--- config.mk ---
export PLATFORM = sky130hd
export DESIGN_NAME = thread_receiver
export DESIGN_NICKNAME = d
export VERILOG_FILES = /design/src/rtl/raytrace_pkg.sv /design/src/rtl/pixel_shader.sv /design/src/rtl/thread_receiver.sv
export SDC_FILE = /design/constraint.sdc
export NUM_CORES = 1
export LEC_CHECK = 0
export ABC_AREA = 1
export BUFFER_PORTS_ARGS = -buffer_cell sky130_fd_sc_hd__buf_2
export CAP_MARGIN = 40
export CORE_MARGIN = 4
export CORE_UTILIZATION = 45
export CTS_CLUSTER_SIZE = 10
export DETAILED_ROUTE_END_ITERATION = 16
export GPL_TIMING_DRIVEN = 0
export PLACE_DENSITY = 0.75
export SYNTH_ARGS = -nofsm -noshare
export SYNTH_HDL_FRONTEND = slang
export SYNTH_HIERARCHICAL = 1
export SYNTH_SLANG_ARGS = --single-unit
--- constraint.sdc ---
create_clock -name clk -period 2.6 [get_ports clk]
set_input_delay 0.26 -clock clk [delete_from_list [all_inputs] [get_ports clk]]
set_output_delay 0.26 -clock clk [all_outputs]
set_load 0.05 [all_outputs]
--- src/rtl/raytrace_pkg.sv ---
// Shared types and constants for the ray-trace pixel pipeline.
package raytrace_pkg;

  localparam int H_RES   = 640;
  localparam int V_RES   = 480;
  localparam int COORD_W = 10;
  localparam int ADDR_W  = 19;
  localparam int COLOR_W = 12;
  localparam int CNT_W   = 4;

  typedef enum logic [1:0] {
    IDLE  = 2'd0,
    CALC  = 2'd1,
    WRITE = 2'd2
  } state_e;

endpackage

--- src/rtl/pixel_shader.sv ---
// Combinational shading function: maps a pixel coordinate to an RGB444 colour.
module pixel_shader
  import raytrace_pkg::*;
(
  input  logic [COORD_W-1:0] x,
  input  logic [COORD_W-1:0] y,
  output logic [COLOR_W-1:0] colour
);

  assign colour = {x[9:6], y[8:5], x[5:2] ^ y[4:1]};

endmodule

--- src/rtl/thread_receiver.sv ---
// Accepts one pixel coordinate at a time, shades it over PROC_CYCLES cycles
// and writes the colour to a linear framebuffer with ready backpressure.
module thread_receiver
  import raytrace_pkg::*;
#(
  parameter int H_RES       = raytrace_pkg::H_RES,
  parameter int V_RES       = raytrace_pkg::V_RES,
  parameter int PROC_CYCLES = 4
) (
  input  logic               clk,
  input  logic               rst,
  input  logic [COORD_W-1:0] pixel_x,
  input  logic [COORD_W-1:0] pixel_y,
  input  logic               valid,
  output logic               ray_core_free,
  output logic               fb_we,
  output logic [ADDR_W-1:0]  fb_addr,
  output logic [COLOR_W-1:0] fb_data,
  input  logic               fb_ready,
  output logic               frame_done,
  output logic               range_err
);

  state_e             state_q, state_d;
  logic [CNT_W-1:0]   cnt_q, cnt_d;
  logic [ADDR_W-1:0]  fb_addr_q, fb_addr_d;
  logic [COLOR_W-1:0] fb_data_q, fb_data_d;
  logic               last_q, last_d;
  logic               free_q, free_d;
  logic               we_q, we_d;
  logic               frame_done_q, frame_done_d;
  logic               range_err_q, range_err_d;

  logic [COLOR_W-1:0] shade;
  logic               out_of_range;
  logic               drop;

  pixel_shader u_shader (
    .x      (pixel_x),
    .y      (pixel_y),
    .colour (shade)
  );

  assign out_of_range = (32'(pixel_x) >= 32'(H_RES)) || (32'(pixel_y) >= 32'(V_RES));

  always_comb begin
    state_d      = state_q;
    cnt_d        = cnt_q;
    fb_addr_d    = fb_addr_q;
    fb_data_d    = fb_data_q;
    last_d       = last_q;
    range_err_d  = range_err_q;
    frame_done_d = 1'b0;
    drop         = 1'b0;
    case (state_q)
      IDLE: begin
        if (valid && free_q) begin
          if (out_of_range) begin
            range_err_d = 1'b1;
            drop        = 1'b1;
          end else begin
            state_d   = CALC;
            cnt_d     = CNT_W'(PROC_CYCLES - 1);
            fb_addr_d = ADDR_W'(pixel_y) * ADDR_W'(H_RES) + ADDR_W'(pixel_x);
            fb_data_d = shade;
            last_d    = (pixel_x == COORD_W'(H_RES - 1)) && (pixel_y == COORD_W'(V_RES - 1));
          end
        end
      end
      CALC: begin
        if (cnt_q == '0) begin
          state_d = WRITE;
        end else begin
          cnt_d = cnt_q - 1'b1;
        end
      end
      WRITE: begin
        if (fb_ready) begin
          state_d      = IDLE;
          frame_done_d = last_q;
        end
      end
      default: state_d = IDLE;
    endcase
    // A dropped offer still costs one busy cycle before the next acceptance.
    free_d = (state_d == IDLE) && !drop;
    we_d   = (state_d == WRITE);
  end

  always_ff @(posedge clk) begin
    if (rst) begin
      state_q      <= IDLE;
      cnt_q        <= '0;
      fb_addr_q    <= '0;
      fb_data_q    <= '0;
      last_q       <= 1'b0;
      free_q       <= 1'b0;
      we_q         <= 1'b0;
      frame_done_q <= 1'b0;
      range_err_q  <= 1'b0;
    end else begin
      state_q      <= state_d;
      cnt_q        <= cnt_d;
      fb_addr_q    <= fb_addr_d;
      fb_data_q    <= fb_data_d;
      last_q       <= last_d;
      free_q       <= free_d;
      we_q         <= we_d;
      frame_done_q <= frame_done_d;
      range_err_q  <= range_err_d;
    end
  end

  assign ray_core_free = free_q;
  assign fb_we         = we_q;
  assign fb_addr       = fb_addr_q;
  assign fb_data       = fb_data_q;
  assign frame_done    = frame_done_q;
  assign range_err     = range_err_q;

endmodule

==> out/results.ini <==
[floorplanning]
die_x_um=84.6
die_area_um2=7150
core_area_um2=5610
io_pins=59
start_util_pct=47.0
fp-row-count=27
fp.dieH_um=84.6

[min_path]
min_path_cells=3
holdPathEnd=fb_addr[0]
worstHoldStart=pixel_x[0]
min_path_type=in2reg

[clocking]
clock-sinks=42
cts_setup_buffers=0
clockBufferDepth=2
cts-root-buf=clkbuf_8
cts_repair_resize_count=0
ctsHtreeMaxLevel=2
clock_latency_ps=290
numCtsBuffers=5
cts_tree=built
path_clk_slew_ps=80
cts_hold_buf=0

[global_route]
grt_pass1_wl_mm=10.5
overflow=0
grt_antenna_before_repair=0
grt.total_usage_pct=17.8
grt_max_degree=13
grt_pass1_vias=2416

[synth]
synth_mux_area_share_pct=0
synth-async-reset-ratio_pct=0
ys.flop_type=dfxtp_1
synthSimpleGateAreaFrac_pct=32.1
yosysWarnings=6
avgSynthCellArea_um2=7.11
synthTopCellsByArea=dfxtp_1, ha_1, nand2_1
synth_compound_area_share_pct=11.0
synth_edf_count=0
synth_top_area_share_pct=31.9
netlist_instances=371
synth_top_family_by_area=simple AND/OR/NAND/NOR gates
syn_area_um2=2640
synth_xor_xnor_area_share_pct=2.32
ys_ff_latch=42
yosysUniqueCellTypes=33
syn-num-nets=417
ys_seq_area_share_pct=31.9
synthAdderAreaFrac_pct=11.0
synth.largest_area_cell=dfxtp_1

[setup_path]
endpoint_kind=flop
start_kind=input port
cp.arrival_ps=2380
reg2reg_to=fb_data[11]
cp.required_ps=2800
ff2ff_path_depth=7
worstReg2RegStart=state_q[1]
worstPathMaxFanout=6
reg2reg_slack_ps=1140
worstSetupPathType=in2reg

[timing]
max_clock_freq_ghz=0.457
finalCriticalPeriod_ps=2190
fin_crit_sh_pct=84.1
tns_ps=0
relSlewSlack_pct=69.1
drv_slew=0
rsz0062_at_grt=false
hold_viol=0
setup_viol=0
tightest_slew_ps=464
skew_ps=4.39
fin_hold_ws_ps=204

[final_layout]
final_common_cell=nand2_1
nets=482
num_antenna_cells=0
fillers=561
areaGrowthSynthToFinish_pct=17.9
most-common-layout-cells=nand2_1, nor2_1, buf_2
drive_above_1_share_pct=25.6
final_util_pct=55.4

[pwr]
irDropWorstVdd_mv=0.349
cellPowerDensity_nw_per_um2=521
power_leakage_nw=1.67
power.total_mw=1.62

[detailed_routing]
wl_met3_um=446
wirelength_met1_mm=2.92
drt_iter0_drc=94
drc=0
routed_wl_mm=6.21
vias_per_cell=4.92
avgRoutedWirePerCell_um=12.2
ant_nets=0
wl_met2_mm=2.77
drt-pass1-iter-count=4
vias=2505
top_layer=met4

[outcome]
outcome=complete, no violations

[place]
gp_congestion=0.841
io_buffer_count=58
hpwlAfterDp_mm=5.07

[run]
drv_cap=0

## metal layers
| layer | vias to the layer above | GRT usage, % |
|---|---|---|
| li1 | 1308 | - |
| met2 | 63 | 29.8 |
| met5 | - | 0 |
| met4 | 0 | 4.89 |
| met3 | 9 | 5.20 |
| met1 | 1125 | 22.2 |
## Yosys cell counts, types with 4 or more instances
library cell   n
nand3_2        7
buf_4          9
nand2_2       11
nand2_1       62
nor2_2         4
xor2_1         6
nor2_1        59
clkbuf_1       4
inv_2          7
o21ai_0       28
nand4_1        6
a21oi_1       13
ha_1          20
o21a_1         4
inv_1         40
dfxtp_1       42
nand3_1       24
## registers in the layout (all words and copies together), names as in the netlist
register / flops
fb_addr: 19
fb_data: 12
cnt_q: 4
state_q: 2
fb_we: 1
frame_done: 1
last_q: 1
range_err: 1
ray_core_free: 1
## worst max-delay path: stages
cell and delay (ps):
buf_2 140, ha_1 300, ha_1 230, fa_1 410, nand2_1 120, nand2_1 120, nand3_2 90, nand2_1 50
nand2_1 60, nand2_1 110, inv_2 100, nand2_1 50, o21bai_1 130, nand3_1 100, nand2_1 70, inv_1 30
## area by class of cell
class,count,area (µm²),share of cell area (%)
multi-input combinational,263,1490,47.8
sequential,42,841,27.0
timing repair buffer,58,290,9.34
inverter,48,180,5.79
buffer,18,129,4.14
tap,72,90.1,2.90
clock buffer,7,86.3,2.78
clock inverter,1,5.00,0.161
## through the flow
| stage | setup WS, ps | area, µm² | instances |
|---|---|---|---|
| 4_1_cts | 434 | 3110 | 509 |
| 3_3_place_gp | 187 | 3020 | 501 |
| 3_5_place_dp | 120 | 3020 | 501 |
| 2_1_floorplan | 487 | 2640 | 371 |
| 5_1_grt | 265 | 3110 | 509 |
| 6_report | 413 | 3110 | 509 |
## cells by family (layout without fill, tap and decap cells)
| kind of cell | after synthesis | after routing |
|---|---|---|
| simple gates | 182 | 182 |
| buf+inv | 66 | 132 |
| flops | 42 | 42 |
| xor+xnor | 7 | 7 |
| fa+ha+maj | 22 | 22 |
| compound gates | 52 | 52 |
## worst max-delay path by stage
stage                from  slack [ps]           to  depth (start not counted)
3_5_place_dp   pixel_y[1]         120  fb_addr[18]                         16
3_3_place_gp   pixel_y[1]         190  fb_addr[18]                         16
6_report       pixel_y[1]         410  fb_addr[18]                         16
4_1_cts        pixel_y[1]         430  fb_addr[18]                         16
5_1_grt        pixel_y[1]         270  fb_addr[18]                         16
2_1_floorplan  pixel_y[1]         490  fb_addr[18]                         12
## power by group
group	switching [mW]	internal, mW	leakage (nW)	total (mW)
Combinational	0.342	0.162	1.28	0.504
Clock	0.219	0.214	0.0482	0.433
Sequential	0.0135	0.671	0.341	0.684
(Power assumes the default switching activity.)
